`config.mk`:
```
export PLATFORM = sky130hd
export DESIGN_NAME = lisa_ssa_wb_arbiter
export DESIGN_NICKNAME = d
export VERILOG_FILES = /design/src/rtl/lisa_ssa_pkg.sv /design/src/rtl/lisa_rr_arbiter.sv /design/src/rtl/lisa_ssa_wb_arbiter.sv
export SDC_FILE = /design/constraint.sdc
export NUM_CORES = 1
export LEC_CHECK = 0
export ABC_AREA = 1
export BUFFER_PORTS_ARGS = -buffer_cell sky130_fd_sc_hd__buf_4
export CORE_MARGIN = 10
export CORE_UTILIZATION = 39
export CTS_CLUSTER_SIZE = 40
export DETAILED_ROUTE_END_ITERATION = 12
export GPL_TIMING_DRIVEN = 0
export PLACE_DENSITY = 0.89
export SYNTH_ARGS = -nofsm -noshare
export SYNTH_HDL_FRONTEND = slang
export SYNTH_SLANG_ARGS = --single-unit
```
`constraint.sdc`:
```
create_clock -name clk -period 1.6 [get_ports clk]
set_input_delay 0.24 -clock clk [delete_from_list [all_inputs] [get_ports clk]]
set_output_delay 0.24 -clock clk [all_outputs]
set_load 0.05 [all_outputs]
```
`src/rtl/lisa_ssa_pkg.sv`:
```
// rtl/lisa_ssa_pkg.sv - shared SSA constants and types
//
// Purpose: SSA ID width, SSA ID type and the default register-file sizing.
// The register file and its writeback arbiter both use these.
// Ports: none (package).
package lisa_ssa_pkg;

    localparam int unsigned SSA_ID_W     = 8;
    localparam int unsigned DEF_NUM_REGS = 256;
    localparam int unsigned DEF_DATA_W   = 32;

    typedef logic [SSA_ID_W-1:0] ssa_id_t;

endpackage : lisa_ssa_pkg

```
`src/rtl/lisa_rr_arbiter.sv`:
```
// rtl/lisa_rr_arbiter.sv - round-robin priority search with pointer register
//
// Purpose: grants the first requester at or above the pointer, wrapping modulo
// NUM_REQ. After a grant to i, the pointer moves to i+1. This gives each
// continuously-requesting agent one grant per NUM_REQ grants. Reusable for any
// shared single-issue port.
// Ports:
//   clk         in   clock
//   rst         in   synchronous active-high reset; suppresses all grants
//   req_i       in   [NUM_REQ] request vector
//   grant_o     out  [NUM_REQ] one-hot grant, or zero
//   grant_idx_o out  index of the granted requester (valid with grant_vld_o)
//   grant_vld_o out  a grant is issued this cycle
module lisa_rr_arbiter #(
    parameter int unsigned NUM_REQ = 4,
    localparam int unsigned PTR_W  = $clog2(NUM_REQ)
) (
    input  logic               clk,
    input  logic               rst,
    input  logic [NUM_REQ-1:0] req_i,
    output logic [NUM_REQ-1:0] grant_o,
    output logic [PTR_W-1:0]   grant_idx_o,
    output logic               grant_vld_o
);

    logic [PTR_W-1:0] ptr_q;
    logic [PTR_W-1:0] ptr_d;
    logic [PTR_W-1:0] idx;
    logic [PTR_W-1:0] grant_idx;
    logic             found;

    function automatic logic [PTR_W-1:0] wrap_add(input logic [PTR_W-1:0] base,
                                                  input int unsigned off);
        int unsigned s;
        s = 32'(base) + off;
        if (s >= NUM_REQ) begin
            s = s - NUM_REQ;
        end
        return s[PTR_W-1:0];
    endfunction

    // Scan from the farthest offset back to the pointer, so the nearest
    // requester at or above the pointer is the last one written and wins.
    always_comb begin
        grant_idx = ptr_q;
        found     = 1'b0;
        idx       = ptr_q;
        for (int unsigned k = NUM_REQ; k > 0; k--) begin
            idx = wrap_add(ptr_q, k - 1);
            if (req_i[idx]) begin
                found     = 1'b1;
                grant_idx = idx;
            end
        end
    end

    always_comb begin
        grant_o     = '0;
        grant_vld_o = found & ~rst;
        grant_idx_o = grant_idx;
        ptr_d       = ptr_q;
        if (grant_vld_o) begin
            grant_o[grant_idx] = 1'b1;
            ptr_d              = wrap_add(grant_idx, 1);
        end
    end

    always_ff @(posedge clk) begin
        if (rst) begin
            ptr_q <= '0;
        end else begin
            ptr_q <= ptr_d;
        end
    end

endmodule : lisa_rr_arbiter

```
`src/rtl/lisa_ssa_wb_arbiter.sv`:
```
// rtl/lisa_ssa_wb_arbiter.sv - round-robin writeback arbiter for the SSA regfile
//
// Purpose: shares the single register-file write port among NUM_REQ producers.
// At most one request is accepted per cycle. The accepted write appears on
// wen/waddr/wdata one cycle later.
// Optional feature macro: LISA_SSA_WRITE_ONCE_CHECK_EN. When defined, a
// written-bitmap enforces write-once SSA semantics. A duplicate write is
// consumed but suppressed, and it raises a sticky error.
// Ports:
//   clk, rst          clock, synchronous active-high reset
//   req_valid         in   [NUM_REQ] per-requester write request
//   req_ready         out  [NUM_REQ] per-requester accept (one-hot or zero)
//   req_addr          in   [NUM_REQ*8] packed SSA IDs, requester i at [8i+7:8i]
//   req_data          in   [NUM_REQ*DATA_W] packed write data
//   clear             in   start of a new SSA region (clears the bitmap)
//   wen/waddr/wdata   out  register-file write port
//   busy              out  wen or any pending request
//   err_double_write  out  sticky write-once violation flag
//   err_addr          out  SSA ID of the first violation
module lisa_ssa_wb_arbiter
    import lisa_ssa_pkg::*;
#(
    parameter int unsigned NUM_REQ  = 4,
    parameter int unsigned DATA_W   = DEF_DATA_W,
    parameter int unsigned NUM_REGS = DEF_NUM_REGS
) (
    input  logic                         clk,
    input  logic                         rst,
    input  logic [NUM_REQ-1:0]           req_valid,
    output logic [NUM_REQ-1:0]           req_ready,
    input  logic [NUM_REQ*SSA_ID_W-1:0]  req_addr,
    input  logic [NUM_REQ*DATA_W-1:0]    req_data,
    input  logic                         clear,
    output logic                         wen,
    output logic [SSA_ID_W-1:0]          waddr,
    output logic [DATA_W-1:0]            wdata,
    output logic                         busy,
    output logic                         err_double_write,
    output logic [SSA_ID_W-1:0]          err_addr
);

    localparam int unsigned PTR_W = $clog2(NUM_REQ);

    logic [NUM_REQ-1:0] grant;
    logic [PTR_W-1:0]   grant_idx;
    logic               grant_vld;
    ssa_id_t            sel_addr;
    logic [DATA_W-1:0]  sel_data;
    logic               dup;

    logic               wen_q,   wen_d;
    ssa_id_t            waddr_q, waddr_d;
    logic [DATA_W-1:0]  wdata_q, wdata_d;

    lisa_rr_arbiter #(
        .NUM_REQ (NUM_REQ)
    ) u_rr (
        .clk         (clk),
        .rst         (rst),
        .req_i       (req_valid),
        .grant_o     (grant),
        .grant_idx_o (grant_idx),
        .grant_vld_o (grant_vld)
    );

    assign req_ready = grant;
    assign sel_addr  = req_addr[32'(grant_idx)*SSA_ID_W +: SSA_ID_W];
    assign sel_data  = req_data[32'(grant_idx)*DATA_W +: DATA_W];

`ifdef LISA_SSA_WRITE_ONCE_CHECK_EN
    logic [NUM_REGS-1:0] written_q;
    logic                err_q;
    ssa_id_t             err_addr_q;

    // A clear in the same cycle wipes history, so the accompanying write is
    // treated as the first write of the new region.
    assign dup = written_q[sel_addr] & ~clear;

    always_ff @(posedge clk) begin
        if (rst) begin
            written_q  <= '0;
            err_q      <= 1'b0;
            err_addr_q <= '0;
        end else begin
            if (clear) begin
                written_q <= '0;
            end
            if (grant_vld) begin
                written_q[sel_addr] <= 1'b1;
            end
            if (grant_vld && dup) begin
                err_q <= 1'b1;
                if (!err_q) begin
                    err_addr_q <= sel_addr;
                end
            end
        end
    end

    assign err_double_write = err_q;
    assign err_addr         = err_addr_q;
`else
    localparam int unsigned UNUSED_NUM_REGS = NUM_REGS;
    logic unused_clear;

    assign unused_clear     = clear;
    assign dup              = 1'b0;
    assign err_double_write = 1'b0;
    assign err_addr         = '0;
`endif

    // A suppressed duplicate leaves the write port's address/data untouched.
    always_comb begin
        wen_d   = grant_vld & ~dup;
        waddr_d = waddr_q;
        wdata_d = wdata_q;
        if (wen_d) begin
            waddr_d = sel_addr;
            wdata_d = sel_data;
        end
    end

    always_ff @(posedge clk) begin
        if (rst) begin
            wen_q   <= 1'b0;
            waddr_q <= '0;
            wdata_q <= '0;
        end else begin
            wen_q   <= wen_d;
            waddr_q <= waddr_d;
            wdata_q <= wdata_d;
        end
    end

    assign wen   = wen_q;
    assign waddr = waddr_q;
    assign wdata = wdata_q;
    assign busy  = wen_q | (|req_valid);

endmodule : lisa_ssa_wb_arbiter

```
==> results.md, run 1 <==
Timing:
- Once routing completed, OpenROAD measured the worst setup slack at -771 ps.
- The final count of hold timing violations is 0.
- The slew of the pin with the lowest slew margin is approximately 540 ps.
- The final critical path takes up 148% of the cycle.
- The setup violation total in the final timing report is 46.
- The maximum operating frequency is between 400 and 500 MHz.
- The final number of max-transition violations is 0.
- Subtracting the final worst setup slack from the clock period gives between 2000 and 2500 ps.
- The remaining max-slew budget at the tightest pin is ~64%.
- The setup clock skew after layout is 6.91 ps.
- Setup repair after global routing could not meet its margin everywhere.

Cells and area:
- The multi-input combinational cell area is 2450 µm².
- After routing the design area is 6110 µm².
- Registers take between 800 and 900 µm².
- The net count of the finished layout is 1059.
- The core occupancy in the finished layout is a little over two thirds.
- The filler cell count is 806.
- Cells with a size suffix above 1 make up 38.6% of the layout.
- The finished layout holds around 1000 standard cells, fillers aside.
- The count of antenna diodes in the layout is 0.
- Relative to the synthesized area, the layout overhead comes to 73.6%.

Synth:
- The sequential element share of the synthesized area is about a quarter.
- The number of warnings reported in the yosys synthesis log is 0.
- The proportion of netlist area held by the largest area contributor is 36.5%.
- By area, the combinational part of the netlist is dominated by simple AND/OR/NAND/NOR gates.
- Summing the areas of all compound-gate instances in the mapped netlist gives less than 1% of the synthesized area.
- The XOR/XNOR share of the synthesized area is 0%.
- The largest total area in the synthesized netlist belongs to sky130_fd_sc_hd__nand2_1.
- The mapped netlist covers roughly 3500 µm².
- A synthesized cell averages between 5 and 6 µm².
- The mux share of post-synthesis cell area is 0%.
- Sorting the synthesized cells by area gives the leading types as sky130_fd_sc_hd__nand2_1, sky130_fd_sc_hd__dfxtp_1, sky130_fd_sc_hd__nand3_1, sky130_fd_sc_hd__nand3b_1, sky130_fd_sc_hd__inv_1.
- Yosys mapped the design onto 23 distinct sky130hd cell types.
- Synthesis handed over a netlist of 644 instances.
- The post-synthesis share of cell area spent on and, or, nand and nor gates is between 60 and 70%.
- The post-synthesis register bit count is 43.
- The adder-cell share of the synthesized area is 0%.

Worst setup path:
- The endpoint of the most critical setup path is req_ready[2].
- The launch point of the critical path is u_rr.ptr_q[0].
- In this run the critical register-to-register path is launched from u_rr.ptr_q[0].
- The critical path is of the reg2out type.
- For the worst flop-to-flop path, the logic depth is 17.
- The critical path runs through a total of 16 cells.
- The critical path data arrival time is around 2100 ps.
- The largest single stage delay on the critical path is between 300 and 400 ps.
- The end of the worst register-to-register path is wdata[2].
- The critical path capture point type is a primary output.
- STA puts the critical path data required time at between 1000 and 1500 ps.
- The category of the worst setup path launch point is a flip-flop.
- Walking the worst path, the cells encountered are inv_6, nand2_1, nand2_4, nand2_4, nand2_2, inv_2, nand2_4, nand3_2, nand2_4, nand2_4, buf_8, buf_8, nor2_4, nand2_2, clkinvlp_4, buf_8.
- On the critical path, the stage with the largest delay is an instance of sky130_fd_sc_hd__dfxtp_4.
- Counting stages on the worst path, the most repeated cell is sky130_fd_sc_hd__nand2_4.
- The slack of the worst reg-to-reg path is -590 ps.
- The number of buffer and inverter instances along the worst setup path is 6.
- The largest delay contributor family on the critical path is simple AND/OR/NAND/NOR gates.
- The highest net fanout along the worst path is 7.

Power:
- In this run the static leakage power is ~0.0036 µW.
- The worst-case IR drop observed on VDD is 1.01 mV.
- Power spread over the standard cell area amounts to between 2000 and 3000 nW/µm².

Floorplan:
- During I/O placement, the number of pins put on the boundary was ~220.
- The die area is between 10000 and 15000 µm².
- The area of the core is 8760 µm².
- The die is 115 µm wide.
- The height of the die is about 120 µm.
- For this configuration, the core starts out at a cell density of between 40% and 50%.
- In this run the core area contains 34 standard-cell rows.

Route:
- The first-pass detailed-route iteration total is 5.
- The detailed router finished its first iteration with 310 violations.
- The met1 routed wirelength after detailed routing is 6190 µm.
- The routed design uses 1680 µm of met3 wire.
- After detailed routing, the number of vias per cell comes to between 4 and 5.
- The final routed wire length divided by cell count is approximately 16 µm.
- The final layout contains routed wiring with a total length of 15900 µm.
- In this run the top signal layer used is met4.
- The routed via count is 4860.
- The residual antenna-violating net count after detailed routing is 0.
- In the routed design, unresolved DRC markers number 0.
- The met2 layer wire length in the routed design is approximately 7700 µm.

Global routing:
- The initial antenna violation count is 0.
- Entering global routing, the biggest net connects 13 pins.
- The first global-routing pass estimated 22800 µm of wire.
- Global routing consumed, over all layers together, roughly a fifth of the routing resources.
- The total overflow reported by the global router is 0.
- The number of global-route vias before repair came to 4642.

Clock tree:
- After clock tree synthesis, the clock-pin slew on the worst setup and hold paths is around 80 ps.
- For this design, the CTS-stage hold fixing added 0 buffers.
- TritonCTS built the clock tree.
- The number of CTS-inserted buffers is 5.
- The maximum buffer depth of the clock tree is 2.
- At the later pin of the worst-skew pair, clock insertion delay measures around 300 ps.
- Clock tree synthesis found a total of 43 sinks.
- The H-tree was split into 2 levels.
- CTS placed an instance of sky130_fd_sc_hd__clkbuf_8 at the clock tree root.

Status:
- The flow ran to the end, but the final reports show violations.
- The final reports fail on setup timing.

Placement:
- The area after detailed placement is 5320 µm².
- The wire-length estimate of the detail-placed layout is between 10000 and 15000 µm.
- At the placement stage, the worst setup path has a slack of -725 ps.
- The number of cells after detailed placement is between 900 and 1000.
- The number of buffers inserted by port buffering is 211.
- The final weighted congestion in routability-driven placement is roughly 0.86.

Worst hold path:
- The type of the tightest min-delay check is in2reg.
- The hold-critical path depth is 2.

Job:
- Across the run, the number of max-cap violations was 0.
final cells by class:
| class | instances | area share, % |
|---|---|---|
| Multi-Input combinational cell | 503 | 40.0 |
| Timing Repair Buffer | 234 | 31.0 |
| Sequential cell | 43 | 14.2 |
| Buffer | 50 | 7.15 |
| Inverter | 55 | 3.75 |
| Tap cell | 108 | 2.21 |
| Clock buffer | 8 | 1.64 |
cell families (layout without fill, tap and decap cells):
group,after synthesis,count (layout)
buffers and inverters,106,347
DFF,43,43
other,1,9
and+or+nand+nor,489,489
AOI/OAI and AO/OA,5,5
per-stage QoR:
step / TNS (ps) / power, µW / hold slack, ps
final: -22300 / 15600 / 121
after global routing: -27380 / 16800 / 111
after CTS: -21180 / 14300 / 113
after detailed placement: -20180 / 11800 / 440
after global placement: -20070 / 11700 / 437
after floorplan: -4430 / 9050 / 309
cells in the final DEF, fill, tap and decap left out, drive strengths merged, types with 2 or more instances in the layout:
cell type | netlist | final
inv | 54 | 53
nand4 | 4 | 4
conb | 1 | 9
o21ai | 4 | 4
nand3b | 39 | 39
buf | 36 | 269
nand3 | 87 | 87
nor2 | 12 | 12
clkinvlp | 0 | 2
dfxtp | 43 | 43
clkbuf | 15 | 23
nand2 | 345 | 345
registers in the layout (all words and copies together), names as in the netlist:
| register | count |
|---|---|
| wen | 1 |
| wdata | 32 |
| waddr | 8 |
| u_rr.ptr_q | 2 |
per-layer routing:
metal	GRT usage, %	vias up
met5	0	-
met4	6.19	0
met3	7.97	25
met2	37.2	224
met1	23.5	2148
li1	-	2463
where the power goes:
group / total, µW / internal, µW / switching [µW]
Combinational: 13000 / 5220 / 7800
Clock: 772 / 394 / 378
Sequential: 1790 / 1530 / 259
Total: 15600 / 7150 / 8440
synth_stat cells:
cell / n
sky130_fd_sc_hd__buf_6: 2
sky130_fd_sc_hd__nor3_1: 1
sky130_fd_sc_hd__buf_4: 14
sky130_fd_sc_hd__dfxtp_1: 43
sky130_fd_sc_hd__nand2_1: 342
sky130_fd_sc_hd__a31oi_1: 1
sky130_fd_sc_hd__nand2_2: 1
sky130_fd_sc_hd__clkinv_1: 1
sky130_fd_sc_hd__buf_1: 3
sky130_fd_sc_hd__nor2_1: 12
sky130_fd_sc_hd__nand2_4: 2
sky130_fd_sc_hd__nand3b_1: 39
sky130_fd_sc_hd__nand4_4: 1
sky130_fd_sc_hd__conb_1: 1
sky130_fd_sc_hd__inv_1: 52
sky130_fd_sc_hd__nand4_1: 3
sky130_fd_sc_hd__clkbuf_1: 15
sky130_fd_sc_hd__o21ai_0: 4
sky130_fd_sc_hd__nand3_2: 1
sky130_fd_sc_hd__or2_2: 1
sky130_fd_sc_hd__buf_2: 17
sky130_fd_sc_hd__nand3_1: 86
sky130_fd_sc_hd__inv_2: 2
timing repair:
item / CTS / global route
pin swaps: 16 / 47
hold endpoints to repair: 0 / 0
cloned: 2 / 3
setup buffers: 13 / 7
setup endpoints to repair: 46 / 47
gates resized for setup: 78 / 59
worst min-delay path by stage:
stage | start | endpoint | slack [ps]
final | rst | u_rr.ptr_q[1] | 120
after global routing | rst | u_rr.ptr_q[1] | 110
after CTS | rst | u_rr.ptr_q[1] | 110
after detailed placement | wdata[3] | wdata[3] | 440
after global placement | waddr[0] | waddr[0] | 440
after floorplan | rst | u_rr.ptr_q[1] | 310
Power figures use the tool's default switching activity.
==> inputs of run 2 (changes only) <==
--- a/config.mk
+++ b/config.mk
@@ -12,7 +12,7 @@
 export CTS_CLUSTER_SIZE = 40
 export DETAILED_ROUTE_END_ITERATION = 12
 export GPL_TIMING_DRIVEN = 0
-export PLACE_DENSITY = 0.89
+export PLACE_DENSITY = 0.77
 export SYNTH_ARGS = -nofsm -noshare
 export SYNTH_HDL_FRONTEND = slang
 export SYNTH_SLANG_ARGS = --single-unit
==> results.md, run 2 (synthesis gave the netlist of run 1 again) <==
Status:
- The flow ran to the end, but the final reports show violations.
- The final reports fail on setup timing.

Cells and area:
- The library cells used most frequently in the layout, excluding fill and tap cells, are sky130_fd_sc_hd__nand2_1, sky130_fd_sc_hd__buf_4, sky130_fd_sc_hd__nand3_1, sky130_fd_sc_hd__inv_1, sky130_fd_sc_hd__dfxtp_1.
- The flip-flop count of the largest register after layout is 32.
- Summing all multi-input logic gate instances after layout gives 2450 µm².
- Compared with the post-synthesis result, the final layout area differs by 77.7%.
- In the final layout, flip-flops and latches occupy slightly below 900 µm².
- The fraction of final layout cells with drive strength greater than 1 is 39.6%.
- The count of antenna diodes in the layout is 0.
- The number of cells in the finished layout apart from fillers is a little over 1000.
- Leaving out fill and tap cells, the most frequent cell in the layout is sky130_fd_sc_hd__nand2_1.
- Once layout is complete, the utilization of the core stands at between 70% and 80%.
- The net count of the finished layout is approximately 1100.
- Counting the fill cells in the layout gives between 700 and 800.

Power:
- The combinational cell fraction of total power is between 80% and 90%.
- The total power is approximately 16000 µW.
- The worst voltage drop across the vdd grid is between 1 and 1.5 mV.
- Of the total power, registers draw between 10 and 15%.
- The clock network is responsible for roughly 5.6% of the overall power.
- The total internal power is 7470 µW.
- The switching part of the total power is 53.5%.
- In this run the static leakage power is around 0.0036 µW.
- The switching power total is around 8600 µW.
- The power density over the cells is about 2600 nW/µm².

Worst setup path:
- For the worst flop-to-flop path, the logic depth is 18.
- The category of the worst setup path launch point is a flip-flop.
- The critical path data arrival time is roughly 2200 ps.
- The critical path is of the reg2out type.
- Along the worst path, the maximum fanout reaches 6.
- The critical path data required time is roughly 1400 ps.
- For this design, the slowest cell found on the critical path is sky130_fd_sc_hd__dfxtp_4.
- The signal on the critical path passes through buf_8, nand2_1, o21ai_2, nand2_1, nand2_1, inv_2, nand3_4, nand2_4, nand2_4, buf_8, buf_8, buf_12, nor3_4, buf_6.
- The worst setup path is captured at a primary output.
- The stage delay of the slowest cell on the critical path is between 300 and 400 ps.
- The slack of the worst reg-to-reg path is -670 ps.

Clock tree:
- The maximum buffer depth of the clock tree is 2.
- TritonCTS built the clock tree.
- The number of CTS-inserted buffers is 5.
- CTS built an H-tree with a depth of 2.
- The TritonCTS sink count is 43.
- The cell chosen for the clock root is sky130_fd_sc_hd__clkbuf_8.
- The clock reaches the later pin of the worst-skew pair after 300 ps.
- The clock input transition at the sequential cells of the worst setup and hold paths is 90 ps.

Route:
- In this run, the number of DRC markers left after iteration 0 of detailed routing was ~450.
- Before antenna repair, the detailed router went through 5 iterations.
- The routed via count is 5039.
- The average via count per standard cell is 4.97.
- In this run the remaining antenna-violating nets after routing total 0.
- The final routed wire length divided by cell count is roughly 17 µm.
- The final layout contains routed wiring with a total length of ~17000 µm.
- In the routed design, unresolved DRC markers number 0.

Timing:
- The setup violation total in the final timing report is between 40 and 50.
- The maximum operating frequency is approximately 420 MHz.
- The remaining max-slew budget at the tightest pin is 66.1%.
- The final number of max-transition violations came to 0.
- The worst hold margin is approximately 110 ps.
- At the pin with the least slew margin, the transition time is approximately 500 ps.
- The post-route fraction of the period consumed by the critical path is 150%.
- The worst setup slack after layout is -808 ps.
- The final count of hold timing violations was 0.
- The setup clock skew after layout is between 2 and 3 ps.
- The final setup TNS is -26300 ps.
- Setup repair after global routing could not meet its margin everywhere.
- Subtracting the final worst setup slack from the clock period gives about 2400 ps.

Placement:
- The HPWL after detailed placement is roughly 12000 µm.
- The number of cells after detailed placement is roughly 1000.
- The number of buffers inserted by port buffering is ~210.
- Routability-driven placement finished with a final weighted congestion of between 0.8 and 0.9.

Global routing:
- The overall global routing resource usage is a little under a quarter.
- The global-route wire length before repair is about 26000 µm.
- The total overflow reported by the global router is 0.
- The initial antenna violation count is 0.
- The number of global-route vias before repair came to 5202.
- Entering global routing, the biggest net connects 14 pins.

Floorplan:
- The floorplan step defined a die boundary enclosing 13200 µm².
- The die is ~120 µm wide.
- In this run the standard cell core region covers roughly 9000 µm².
- The starting utilization of the core area is 40.2%.
- The floorplan has 34 rows.
- The number of ports placed on the die boundary is approximately 220.
- The height of the die is 115 µm.

Job:
- Max-cap violations in this run came to 0.

Worst hold path:
- Counting instances, the worst hold path has a depth of 2.
- The tightest min-delay check is of the in2reg type.
==> run 2: cell count changes in the layout (fill, tap and decap cells not counted), sizes merged <==
cell / delta
inv: -1
clkbuf: -1
clkinv: +2
buf: +11
bufinv: +1
==> run 2: final timing paths <==
check,from,to
worst max register to register,u_rr.ptr_q[0],u_rr.ptr_q[1]
worst min-delay path,rst,u_rr.ptr_q[1]
worst min register to register,wdata[21],wdata[21]
worst max-delay path,u_rr.ptr_q[0],req_ready[0]
==> run 2: per-layer routing <==
metal	GRT usage [%]	vias to the layer above	routed length (µm)
li1	-	2487	-
met1	25.7	2235	6460
met2	41.0	271	7990
met3	7.76	46	1730
met4	9.16	0	545
met5	0	-	0
==> run 2: worst max-delay path: cells and delay by family, from the launching register on <==
kind                   cells  cell delay (ps)
buffers and inverters      6              790
AND/OR/NAND/NOR            7              610
flip-flops                 1              380
AO/OA/AOI/OAI              1               90
==> run 2: power by group through the flow <==
stage	sequential (µW)	combinational (µW)	clock, µW
2_1_floorplan	3080	5970	0
3_3_place_gp	1750	9910	0
3_5_place_dp	1770	10100	0
4_1_cts	1780	12900	902
5_1_grt	1850	14500	950
6_report	1810	13400	904
==> run 2: area by class of cell <==
| class | count | share of cell area, % |
|---|---|---|
| timing repair buffer | 245 | 32.2 |
| buffer | 51 | 7.08 |
| tap | 108 | 2.16 |
| multi-input combinational | 503 | 39.2 |
| inverter | 55 | 3.62 |
| sequential | 43 | 13.9 |
| clock buffer | 6 | 1.32 |
| clock inverter | 2 | 0.560 |
==> run 2: repair_timing <==
item	in CTS	in global routing
setup buffers	25	2
pin swaps	97	11
cloned	7	0
setup endpoints to repair	46	47
hold buffers	0	0
gates resized for setup	118	19
==> run 2: metrics by stage <==
stage | setup WS (ps) | instance area, µm²
after floorplan | -434 | 3600
after global placement | -727 | 5320
after detailed placement | -779 | 5320
after CTS | -760 | 6170
after global routing | -866 | 6260
final | -808 | 6260
